File: src/rtl/switch_arb_pkg.sv
// Shared types and helpers for the switch output arbiter.
package switch_arb_pkg;

  // Output scheduler FSM: grant, read strobe, capture, present downstream.
  typedef enum logic [1:0] {
    IDLE = 2'd0,
    RD   = 2'd1,
    CAP  = 2'd2,
    OUT  = 2'd3
  } arb_state_e;

  // Width of a port index; never narrower than one bit.
  function automatic int port_idx_w(input int num_ports);
    return (num_ports > 1) ? $clog2(num_ports) : 1;
  endfunction

endpackage

File: src/rtl/rr_pick.sv
// Combinational rotate-priority selector: first set request at or after
// i_start (wrapping). With i_start tied to 0 it is a plain fixed-priority
// encoder, lowest index wins.
module rr_pick
  import switch_arb_pkg::*;
#(
  parameter int N  = 4,
  parameter int IW = port_idx_w(N)
) (
  input  logic [N-1:0]  i_req,
  input  logic [IW-1:0] i_start,
  output logic [IW-1:0] o_grant,
  output logic          o_any
);

  logic [IW:0]   w_sum;
  logic [IW-1:0] w_idx;

  // Walk the requests from i_start, modulo N, and keep the first hit.
  always_comb begin
    // NOTE: every always_comb output gets a default before any branch, so no
    // path can leave it unassigned and infer a latch.
    o_grant = '0;
    o_any   = 1'b0;
    w_sum   = '0;
    w_idx   = '0;
    for (int i = 0; i < N; i++) begin
      w_sum = {1'b0, i_start} + (IW + 1)'(i);
      if (w_sum >= (IW + 1)'(N)) begin
        w_sum = w_sum - (IW + 1)'(N);
      end
      w_idx = w_sum[IW-1:0];
      if (!o_any && i_req[w_idx]) begin
        o_any   = 1'b1;
        o_grant = w_idx;
      end
    end
  end

endmodule

File: src/rtl/switch_out_arbiter.sv
// Output-side scheduler: grants one switch port at a time, strobes its read
// line once per word, captures the returned word and forwards it on a single
// valid/ready stream tagged with the source port. A grant drains at most
// MAX_BURST words.
// Build option: define SWITCH_ARB_FIXED_PRIO_EN for fixed priority (lowest
// ready port wins); the default build arbitrates round-robin.
module switch_out_arbiter
  import switch_arb_pkg::*;
#(
  parameter  int NUM_OF_PORTS = 4,
  parameter  int WORD_WIDTH   = 8,
  parameter  int MAX_BURST    = 4,
  localparam int PW           = port_idx_w(NUM_OF_PORTS),
  localparam int BW           = $clog2(MAX_BURST + 1)
) (
  input  logic                               clk,
  input  logic                               rst,
  input  logic                               enable,
  input  logic [NUM_OF_PORTS-1:0]            port_ready,
  input  logic [NUM_OF_PORTS*WORD_WIDTH-1:0] port_out,
  output logic [NUM_OF_PORTS-1:0]            port_read,
  output logic [WORD_WIDTH-1:0]              arb_data,
  output logic [PW-1:0]                      arb_port,
  output logic                               arb_last,
  output logic                               arb_valid,
  input  logic                               arb_ready
);

  arb_state_e            r_state;
  arb_state_e            w_next;
  logic [PW-1:0]         r_grant;
  logic [BW-1:0]         r_burst_cnt;
  logic [WORD_WIDTH-1:0] r_data;
  logic [PW-1:0]         r_port;
  logic                  r_last;

  logic [PW-1:0]         w_start;
  logic [PW-1:0]         w_pick;
  logic                  w_any;
  logic                  w_xfer;
  logic                  w_burst_end;
  logic [WORD_WIDTH-1:0] w_port_word [NUM_OF_PORTS];

  for (genvar gi = 0; gi < NUM_OF_PORTS; gi++) begin : g_unpack
    assign w_port_word[gi] = port_out[gi*WORD_WIDTH +: WORD_WIDTH];
  end

`ifdef SWITCH_ARB_FIXED_PRIO_EN
  assign w_start = '0;
`else
  logic [PW-1:0] r_last_grant;

  // Remember the port of the last completed grant; reset makes port 0 first.
  always_ff @(posedge clk) begin
    if (rst) begin
      r_last_grant <= PW'(NUM_OF_PORTS - 1);
    end else if (w_xfer && r_last) begin
      r_last_grant <= r_grant;
    end
  end

  assign w_start = (r_last_grant == PW'(NUM_OF_PORTS - 1)) ? '0
                                                           : r_last_grant + PW'(1);
`endif

  rr_pick #(
    .N  (NUM_OF_PORTS),
    .IW (PW)
  ) u_pick (
    .i_req   (port_ready),
    .i_start (w_start),
    .o_grant (w_pick),
    .o_any   (w_any)
  );

  assign w_xfer      = (r_state == OUT) && arb_ready;
  assign w_burst_end = (r_burst_cnt == BW'(MAX_BURST - 1));

  // State register.
  always_ff @(posedge clk) begin
    // NOTE: sequential state uses non-blocking assignments so every flop
    // samples pre-edge values regardless of process evaluation order.
    if (rst) begin
      r_state <= IDLE;
    end else begin
      r_state <= w_next;
    end
  end

  // Next-state logic; enable only gates the start of a grant.
  always_comb begin
    w_next = r_state;
    unique case (r_state)
      IDLE:    if (enable && w_any) w_next = RD;
      RD:      w_next = CAP;
      CAP:     w_next = OUT;
      OUT:     if (w_xfer) w_next = r_last ? IDLE : RD;
      default: w_next = IDLE;
    endcase
  end

  // Grant, burst counter and output word registers.
  always_ff @(posedge clk) begin
    if (rst) begin
      r_grant     <= '0;
      r_burst_cnt <= '0;
      r_data      <= '0;
      r_port      <= '0;
      r_last      <= 1'b0;
    end else begin
      unique case (r_state)
        IDLE: begin
          if (enable && w_any) begin
            r_grant     <= w_pick;
            r_burst_cnt <= '0;
          end
        end
        CAP: begin
          // port_ready[g] here already reflects the word just read.
          r_data <= w_port_word[r_grant];
          r_port <= r_grant;
          r_last <= w_burst_end || !port_ready[r_grant];
        end
        OUT: begin
          if (w_xfer && !r_last) begin
            r_burst_cnt <= r_burst_cnt + BW'(1);
          end
        end
        default: ;
      endcase
    end
  end

  // One-hot read strobe, only while in RD.
  always_comb begin
    port_read = '0;
    if (r_state == RD) begin
      port_read[r_grant] = 1'b1;
    end
  end

  assign arb_valid = (r_state == OUT);
  assign arb_data  = r_data;
  assign arb_port  = r_port;
  assign arb_last  = r_last;

endmodule

File: config.mk
export PLATFORM = sky130hd
export DESIGN_NAME = switch_out_arbiter
export DESIGN_NICKNAME = d
export VERILOG_FILES = /design/src/rtl/switch_arb_pkg.sv /design/src/rtl/rr_pick.sv /design/src/rtl/switch_out_arbiter.sv
export SDC_FILE = /design/constraint.sdc
export NUM_CORES = 1
export LEC_CHECK = 0
export BUFFER_PORTS_ARGS = -buffer_cell sky130_fd_sc_hd__buf_2
export CORE_ASPECT_RATIO = 1.4
export CORE_MARGIN = 4
export CORE_UTILIZATION = 50
export DETAILED_ROUTE_END_ITERATION = 16
export GPL_TIMING_DRIVEN = 0
export PLACE_DENSITY = 0.92
export SYNTH_ARGS = -nofsm -noshare
export SYNTH_HDL_FRONTEND = slang
export SYNTH_SLANG_ARGS = --single-unit
File: constraint.sdc
create_clock -name clk -period 4.13 [get_ports clk]
set_clock_uncertainty 0.05 [all_clocks]
set_input_delay 0.2065 -clock clk [delete_from_list [all_inputs] [get_ports clk]]
set_output_delay 0.2065 -clock clk [all_outputs]
set_load 0.01 [all_outputs]
==> results.md, run 1 <==
- Startpoint Class: register
- Via density: 5.55
- Num CTS Buffers: 3
- Cell area after synthesis: 1270 um^2
- CTS H-tree depth: 1
- Die ar.: 3430 um^2
- Worst hold path class: input pin to register
- First-iteration detailed-routing DRC count: 47
- Part of the cycle the worst path needs: 0.417
- Post-Syn Instances: 123
- Placed inst area: 1590 um^2
- Synth Net Count: 171
- Kind of critical path: register to register
- Post-route cell area: 1630 um^2
- Critical Path AT: 1910 ps
- Status: completed
- Share of cells above drive strength 1: 0.418
- Ports: 56
- Worst-margin pin slew: 458 ps
- Remaining Overflow, GRT: 0
- Row count: 21
- DRC Markers: 0
- Drt first pass iters: 4
- Number of synthesized register bits: 20
- Setup TNS: 0 ps
- CTS resizes: 0
- Crit-path max FO: 6
- Max-slew violations: 0
- Effective utilization at floorplan: 0.527
- Number of inserted diodes: 0
- Antenna violations before repair: 0
- Post-DRT Antenna Nets: 0
- Max Freq: 0.581 GHz
- Seq/Total Area, Yosys: 0.314
- Max Cap Viol: 0
- Endpoint class of the critical path: register
- Pwr Density: 418 nW/um^2
- Post-synth EDFFs: 0
- Final layout net count: 231
- Endpoints failing hold: 0
- GRT Util Overall: 0.202
- Ys flop type: dfxtp_1
- Setup Fix Bufs, Post-CTS: 0
- Area growth, synth to finish: 27.8%
- FF/Latch Area: 400 um^2
- Global route hottest layer: met2
- Clock Sink Count: 20
- Worst-path clk slew: 110 ps
- Final Util: 0.673
- Worst-skew pair later-pin latency: 310 ps
- CTS Root Buffer Type: clkbuf_4
- Leakage: 0.000764 uW
- Worst IR Drop VDD: 0.280 mV
- CTS tree: done
- Tot Pwr: 681 uW
- Pin count of the biggest net entering global routing: 12
- Vias: 1198
- First-pass GRT wire length: 5270 um
- Fillers: 208
- Per-cell routed wire length: 15.3 um
- IO Port Bufs: 55
- DIE HEIGHT: 67.7 um
- Endpoints failing setup: 0
- Clock Tree Buf Depth: 2
- Synth Warn #: 0
- RD Place Congestion: 0.859
- Required time of the critical path: 4320 ps
- Multi-input gate area: 806 um^2
- Routing usage on met3: 0.0375
- CORE AREA: 2420 um^2
- Async SR Flop Fraction: 0
- Met2 Use GR: 0.407
- Final hold slack: 51.6 ps
- RSZ-0062 raised after global routing: no
- Slew margin rel.: 0.695
- Vias in the first global route: 1206
- Hpwl dp: 2670 um
- Netlist cell types: 32
- Hold Buf Count CTS: 0
- Global-route met1 utilization: 0.196
- Crit path time final: 1720 ps
- Synth Area per Inst: 10.4 um^2
- Routed WL: 3300 um
- Die X: 50.7 um
==> Yosys cell counts (all sizes together) (3+ instances only) <==
library cell  count  area, um^2
and3b             3        26.3
buf               5        37.5
dfxtp            20         400
ha                8         100
inv               6        22.5
mux2i            17         170
mux4              9         203
nand2             9        33.8
nand3             3        15.0
nor2             16        60.1
==> placed cells by master (no fill, tap or decap), drive strengths merged, types with 2 or more instances in the layout <==
cell type and n:
inv 6, mux2i 17, o211ai 2, dfxtp 20, nor2b 2, mux4 9
nand2 9, clkbuf 6, nand3 3, and3b 3, nand2b 2, a21oi 2
o31ai 2, nand3b 2, buf 60, nor2 16, ha 8
==> path summary, 6_finish.rpt <==
path / start / to / cells past startpoint / slack, ps
setup reg to reg: r_state[0] / r_grant[0] / 5 / 2410
setup / recovery: r_state[0] / r_grant[0] / 5 / 2410
hold / removal: rst / arb_last / 2 / 50
hold reg to reg: r_burst_cnt[2] / r_burst_cnt[2] / 2 / 430
==> report_power, final <==
part           switching [uW]  internal [uW]  total [uW]
registers                26.9            226         252
logic                     162            150         312
clock network            62.5           53.9         116
total                     251            430         681
==> critical path, stage by stage (launching register included) <==
cell	delay, ps
dfxtp_1	380
inv_1	120
ha_1	270
inv_1	100
or4_1	540
o31ai_2	180
==> stage by stage <==
stage,instances,setup WS (ps)
floorplan,123,2590
global placement,212,2510
detailed placement,212,2420
CTS,216,2400
global route,216,2320
finish,216,2410
==> state kept, by name (all words and copies together) (netlist names) <==
register      flops
arb_data          8
arb_last          1
arb_port          2
r_burst_cnt       3
r_grant           2
r_last_grant      2
r_state           2
==> per-layer routing <==
metal,share of wire,vias up
met5,0,-
li1,-,566
met1,0.34,567
met4,0.017,0
met3,0.078,7
met2,0.56,58
==> kinds of logic (layout without fill, tap and decap cells) <==
| kind of cell | Yosys count | in the layout | share of synthesized area |
|---|---|---|---|
| compound gates | 13 | 13 | 0.0923 |
| fa+ha+maj | 8 | 8 | 0.0786 |
| buf+inv | 13 | 72 | 0.0530 |
| flops | 20 | 20 | 0.314 |
| mux | 26 | 26 | 0.293 |
| simple gates | 43 | 43 | 0.169 |
==> area by class of cell <==
cell class                 count  area share
sequential                    20       0.246
timing repair buffer          55       0.169
clock buffer                   4      0.0223
multi-input combinational     90       0.495
inverter                       6      0.0138
tap                           34      0.0261
buffer                         7      0.0277
(Power assumes the default switching activity.)
==> run 2, diff against run 1 <==
--- a/config.mk
+++ b/config.mk
@@ -8,10 +8,10 @@
 export BUFFER_PORTS_ARGS = -buffer_cell sky130_fd_sc_hd__buf_2
 export CORE_ASPECT_RATIO = 1.4
 export CORE_MARGIN = 4
-export CORE_UTILIZATION = 50
+export CORE_UTILIZATION = 42
 export DETAILED_ROUTE_END_ITERATION = 16
 export GPL_TIMING_DRIVEN = 0
-export PLACE_DENSITY = 0.92
+export PLACE_DENSITY = 0.83
 export SYNTH_ARGS = -nofsm -noshare
 export SYNTH_HDL_FRONTEND = slang
 export SYNTH_SLANG_ARGS = --single-unit
==> constraint.sdc (replaced) <==
create_clock -name clk -period 1.4 [get_ports clk]
set_clock_uncertainty 0.05 [all_clocks]
set_input_delay 0.07 -clock clk [delete_from_list [all_inputs] [get_ports clk]]
set_output_delay 0.07 -clock clk [all_outputs]
set_load 0.01 [all_outputs]
==> run 2 against run 1 <==
  * The flow now finishes with violations (setup timing)
  * Global-route usage fell by 2.5 points
  * Sequential cell count unchanged
  * Register-to-register slack lost 2500 ps
  * Worst setup slack worse by 2500 ps
  * First-iteration DRC count down 68%
  * Non-clock buffer count rose by 10
  * Worst hold slack improved by 35 ps
  * Critical path type unchanged
  * Critical endpoint unchanged
  * Largest cell class unchanged
==> results.md, run 2 (synthesis results as in run 1) <==
- Power Internal: 1620 uW (was 430 uW)
- Leakage: 0.000845 uW (was 0.000764 uW)
- Effective utilization at floorplan: 0.443 (was 0.527)
- DRC Markers: 0 (unchanged)
- Worst-margin pin slew: 451 ps (was 458 ps)
- Flop pwr share: 0.317 (was 0.371)
- Worst-path clk slew: 70 ps (was 110 ps)
- Kind of critical path: register to register (unchanged)
- First-iteration detailed-routing DRC count: 15 (was 47)
- CP Cell Sequence: inv_4 -> ha_4 -> inv_1 -> or4_4 -> o31ai_2 (was inv_1 -> ha_1 -> inv_1 -> or4_1 -> o31ai_2)
- Final Util: 0.641 (was 0.673)
- CTS tree: done (unchanged)
- Slew margin rel.: 0.698 (was 0.695)
- Setup TNS: -172 ps (was 0 ps)
- RSZ-0062 raised after global routing: yes (was no)
- Worst-skew pair later-pin latency: 260 ps (was 310 ps)
- Worst hold path class: input pin to register (unchanged)
- Largest register FFs: 8 (unchanged)
- Max-slew violations: 0 (unchanged)
- Antenna violations before repair: 0 (unchanged)
- Post-DRT Antenna Nets: 0 (unchanged)
- Slowest CP cell: or4_4 (was or4_1)
- Clk pwr share: 0.233 (was 0.171)
- Switch Pwr: 805 uW (was 251 uW)
- Routed WL: 3360 um (was 3300 um)
- Commonest non-fill, non-tap cells in the layout: buf_2, mux2i_1, nor2_1 (was buf_2, dfxtp_1, mux2i_1)
- CTS H-tree depth: 1 (unchanged)
- Critical Path Max Stage Delay: 510 ps (was 540 ps)
- Startpoint Class: register (unchanged)
- Endpoint class of the critical path: register (unchanged)
- Vias: 1212 (was 1198)
- Endpoints failing hold: 0 (unchanged)
- IO Port Bufs: 55 (unchanged)
- Largest delay share family, worst path: simple AND/OR/NAND/NOR gates (unchanged)
- Required time of the critical path: 1520 ps (was 4320 ps)
- Pin count of the biggest net entering global routing: 13 (was 12)
- Max Cap Viol: 0 (unchanged)
- Commonest non-fill, non-tap cell in the layout: buf_2 (unchanged)
- Share of cells above drive strength 1: 0.526 (was 0.418)
- Critical Path AT: 1590 ps (was 1910 ps)
- Final layout net count: 241 (was 231)
- Num CTS Buffers: 3 (unchanged)
- Number of inserted diodes: 0 (unchanged)
- Hpwl dp: 2550 um (was 2670 um)
- GRT Util Overall: 0.177 (was 0.202)
- Vias in the first global route: 1166 (was 1206)
- Row count: 23 (was 21)
- CORE AREA: 2880 um^2 (was 2420 um^2)
- Die ar.: 3990 um^2 (was 3430 um^2)
- Pwr Density: 1320 nW/um^2 (was 418 nW/um^2)
- Crit path time final: 1470 ps (was 1720 ps)
- Ports: 56 (unchanged)
- Crit-path max FO: 6 (unchanged)
- Fillers: 239 (was 208)
- Clock Tree Buf Depth: 2 (unchanged)
- Net Sw Frac: 0.332 (was 0.369)
- First-pass GRT wire length: 5220 um (was 5270 um)
- Combinational share of power: 0.450 (was 0.458)
- Clock Sink Count: 20 (unchanged)
- Endpoints failing setup: 7 (was 0)
- FF/Latch Area: 409 um^2 (was 400 um^2)
- Per-cell routed wire length: 14.7 um (was 15.3 um)
- DIE HEIGHT: 73.2 um (was 67.7 um)
- CP bufs+invs: 2 (unchanged)
- CTS Root Buffer Type: clkbuf_8 (was clkbuf_4)
- Max Freq: 0.682 GHz (was 0.581 GHz)
- Drt first pass iters: 4 (unchanged)
- Part of the cycle the worst path needs: 1.05 (was 0.417)
- Final setup margin: -67.0 ps (was 2410 ps)
- Remaining Overflow, GRT: 0 (unchanged)
- Status: finished, violations left (was completed)
- Via density: 5.29 (was 5.55)
- RD Place Congestion: 0.791 (was 0.859)
- Pre-CTS setup slack: -104 ps (was 2420 ps)
- Area growth, synth to finish: 44.8% (was 27.8%)
- Die X: 54.5 um (was 50.7 um)
- Worst IR Drop VDD: 0.882 mV (was 0.280 mV)
- Violated checks: setup timing
- Tot Pwr: 2430 uW (was 681 uW)
- Multi-input gate area: 872 um^2 (was 806 um^2)
==> run 2: power groups by stage <==
stage / Combinational [uW] / Clock (uW) / Sequential (uW)
floorplan: 660 / 0 / 782
global placement: 933 / 0 / 767
detailed placement: 966 / 0 / 766
CTS: 1060 / 577 / 752
global route: 1190 / 594 / 787
finish: 1090 / 566 / 770
==> run 2: final timing paths <==
path / end / start / slack, ps / cells past startpoint
setup reg to reg: r_grant[0] / r_state[0] / -70 / 5
hold / removal: r_burst_cnt[0] / arb_ready / 90 / 3
hold reg to reg: r_burst_cnt[1] / r_burst_cnt[1] / 410 / 2
setup / recovery: r_grant[0] / r_state[0] / -70 / 5
==> run 2: timing repair <==
item / 4_1_cts / 5_1_grt
buffers inserted: 7 / 2
hold buffers: 1 / 0
pin swaps: 3 / 3
setup endpoints to repair: 18 / 19
endpoints found under the hold margin: 1 / 0
resized for setup: 10 / 9
==> run 2: worst reg2reg max path, stage by stage, from the launching register on <==
cell	delay [ps]
dfxtp_2	370
inv_4	90
ha_4	130
inv_1	60
or4_4	510
o31ai_2	170
==> run 2: area by class of cell <==
class | instances | share of cell area
timing repair buffer | 65 | 0.193
inverter | 6 | 0.0136
clock buffer | 3 | 0.0224
clock inverter | 1 | 0.0163
sequential | 20 | 0.222
tap | 37 | 0.0251
buffer | 7 | 0.0346
multi-input combinational | 90 | 0.473
==> run 2: per-layer routing <==
metal / vias up / global-route usage / part of all wire
met4: 0 / 0.0859 / 0.025
met1: 563 / 0.188 / 0.37
met3: 8 / 0.0368 / 0.093
met2: 53 / 0.318 / 0.51
li1: 588 / - / -
met5: - / 0 / 0
==> run 2: per-stage QoR <==
step,std cells,area [um^2],hold slack (ps)
floorplan,123,1300,92.1
global placement,215,1630,249
finish,229,1840,86.4
CTS,227,1790,80.7
global route,229,1840,99.2
detailed placement,215,1630,262
==> run 3, diff against run 2 <==
--- a/config.mk
+++ b/config.mk
@@ -5,13 +5,14 @@
 export SDC_FILE = /design/constraint.sdc
 export NUM_CORES = 1
 export LEC_CHECK = 0
-export BUFFER_PORTS_ARGS = -buffer_cell sky130_fd_sc_hd__buf_2
+export ABC_CLOCK_PERIOD_IN_PS = 1400
 export CORE_ASPECT_RATIO = 1.4
 export CORE_MARGIN = 4
-export CORE_UTILIZATION = 42
+export CORE_UTILIZATION = 56
 export DETAILED_ROUTE_END_ITERATION = 16
+export DONT_BUFFER_PORTS = 1
 export GPL_TIMING_DRIVEN = 0
-export PLACE_DENSITY = 0.83
+export PLACE_DENSITY = 0.82
 export SYNTH_ARGS = -nofsm -noshare
 export SYNTH_HDL_FRONTEND = slang
 export SYNTH_SLANG_ARGS = --single-unit
==> run 3 against run 2 <==
  * The run still ends with setup timing left
  * Core utilization grew 11 points
  * Combinational power rose by 6%
  * Critical path depth shrank 1
  * Routed wire length down 11%
  * Non-clock buffer count shrank 48
  * Worst hold slack got worse by 73 ps
  * Via count is 14% lower
  * Worst setup slack worse by 28 ps
  * Cell area decreased by 12%
  * Critical path type unchanged
  * Largest power group unchanged
==> results.md, run 3 (synthesis results as in run 1) <==
- Final setup margin: -95.1 ps (was -67.0 ps)
- CORE AREA: 2180 um^2 (was 2880 um^2)
- Via density: 6.30 (was 5.29)
- Num CTS Buffers: 3 (unchanged)
- Setup TNS: -259 ps (was -172 ps)
- Drt first pass iters: 4 (unchanged)
- Required time of the critical path: 1580 ps (was 1520 ps)
- Antenna violations before repair: 0 (unchanged)
- Endpoints failing hold: 0 (unchanged)
- Routed WL: 3000 um (was 3360 um)
- Critical Path AT: 1670 ps (was 1590 ps)
- Final cell count without fillers: 165 (was 229)
- IO Port Bufs: 0 (was 55)
- RD Place Congestion: 0.750 (was 0.791)
- Vias in the first global route: 1024 (was 1166)
- DIE HEIGHT: 64.4 um (was 73.2 um)
- CTS tree: done (unchanged)
- Kind of critical path: register to register (unchanged)
- Clock Tree Buf Depth: 2 (unchanged)
- Net Sw Frac: 0.369 (was 0.332)
- Multi-input gate area: 897 um^2 (was 872 um^2)
- First-iteration detailed-routing DRC count: 23 (was 15)
- Worst-margin pin slew: 513 ps (was 451 ps)
- Violated checks: setup timing (unchanged)
- Leakage: 0.000616 uW (was 0.000845 uW)
- CTS Root Buffer Type: clkbuf_4 (was clkbuf_8)
- Part of the cycle the worst path needs: 1.07 (was 1.05)
- Pre-CTS setup slack: -115 ps (was -104 ps)
- Hpwl dp: 2170 um (was 2550 um)
- Largest register FFs: 8 (unchanged)
- Fillers: 136 (was 239)
- Max Freq: 0.669 GHz (was 0.682 GHz)
- Vias: 1040 (was 1212)
- Endpoint class of the critical path: register (unchanged)
- Crit-path max FO: 4 (was 6)
- Flop pwr share: 0.366 (was 0.317)
- CTS H-tree depth: 1 (unchanged)
- Remaining Overflow, GRT: 0 (unchanged)
- First-pass GRT wire length: 4860 um (was 5220 um)
- FF/Latch Area: 414 um^2 (was 409 um^2)
- Max-slew violations: 0 (unchanged)
- Crit path time final: 1500 ps (was 1470 ps)
- Final Util: 0.748 (was 0.641)
- Per-cell routed wire length: 18.2 um (was 14.7 um)
- Number of inserted diodes: 0 (unchanged)
- Final layout net count: 193 (was 241)
- Ports: 56 (unchanged)
- Die ar.: 3110 um^2 (was 3990 um^2)
- Commonest non-fill, non-tap cells in the layout: mux2i_1, nor2_1, dfxtp_1 (was buf_2, mux2i_1, nor2_1)
- Status: finished, violations left (unchanged)
- Row count: 20 (was 23)
- Clk pwr share: 0.125 (was 0.233)
- Share of cells above drive strength 1: 0.357 (was 0.526)
- Die X: 48.3 um (was 54.5 um)
- Area growth, synth to finish: 27.8% (was 44.8%)
- DRC Markers: 0 (unchanged)
- Post-DRT Antenna Nets: 0 (unchanged)
- Clock Sink Count: 20 (unchanged)
- Worst IR Drop VDD: 1.17 mV (was 0.882 mV)
- RSZ-0062 raised after global routing: yes (unchanged)
- Endpoints failing setup: 7 (unchanged)
- Effective utilization at floorplan: 0.585 (was 0.443)
- Worst-skew pair later-pin latency: 310 ps (was 260 ps)
- Startpoint Class: register (unchanged)
- Worst hold path class: input pin to register (unchanged)
- Tot Pwr: 2260 uW (was 2430 uW)
- # placed instances: 145 (was 215)
- GRT Util Overall: 0.195 (was 0.177)
- Pwr Density: 1390 nW/um^2 (was 1320 nW/um^2)
- Slew margin rel.: 0.657 (was 0.698)
- Pin count of the biggest net entering global routing: 11 (was 13)
- Power Internal: 1430 uW (was 1620 uW)
- Combinational share of power: 0.508 (was 0.450)
- Commonest non-fill, non-tap cell in the layout: mux2i_1 (was buf_2)
- Max Cap Viol: 0 (unchanged)
- Switch Pwr: 833 uW (was 805 uW)
- Worst-path clk slew: 110 ps (was 70 ps)
-- run 3: changes by cell type in the layout (fill, tap and decap cells not counted), sizes merged --
cell / change
bufinv: -1
dlygate4sd3: +6
buf: -54
-- run 3: cell type report --
cell class	instances	area share
Buffer	7	0.0477
Clock buffer	3	0.0138
Inverter	6	0.0169
Multi-Input combinational cell	90	0.551
Sequential cell	20	0.254
Tap cell	22	0.0169
Timing Repair Buffer	17	0.0992
-- run 3: path summary, 6_finish.rpt --
kind,cells past startpoint,endpoint,startpoint,slack [ps]
setup reg to reg,4,r_grant[0],r_last_grant[1],-100
hold reg to reg,2,r_burst_cnt[2],r_burst_cnt[2],420
setup / recovery,4,r_grant[0],r_last_grant[1],-100
hold / removal,3,r_burst_cnt[0],arb_ready,10
-- run 3: what timing repair did --
item                       CTS  global route
setup endpoints to repair   21            18
hold buffers                 7             0
gates cloned                 0             0
setup buffers                2             8
pin swaps                    1             3
hold endpoints to repair     8             0
gates resized for setup      9            23
-- run 3: power groups by stage --
stage	clock [uW]	sequential [uW]	combinational (uW)
after floorplan	0	782	660
after global placement	0	804	746
after detailed placement	0	806	780
after CTS	277	804	871
after global routing	308	845	1240
final	284	828	1150
-- run 3: through the flow --
step / hold slack, ps / instance area (um^2)
6_report: 13.2 / 1630
4_1_cts: 23.2 / 1480
3_5_place_dp: 103 / 1330
2_1_floorplan: 92.1 / 1300
3_3_place_gp: 94.0 / 1330
5_1_grt: 37.1 / 1630
-- run 3: worst max-delay path, stage by stage, from the launching register on --
cell and delay (ps):
dfxtp_2 350, ha_4 250, and3b_1 160, or4_4 410, o31ai_2 190
-- run 3: per-layer routing --
layer	wire length [um]	up-vias	GRT usage
li1	-	494	-
met4	68	0	0.0761
met2	1610	47	0.335
met5	0	-	0
met1	1040	490	0.209
met3	278	9	0.0782
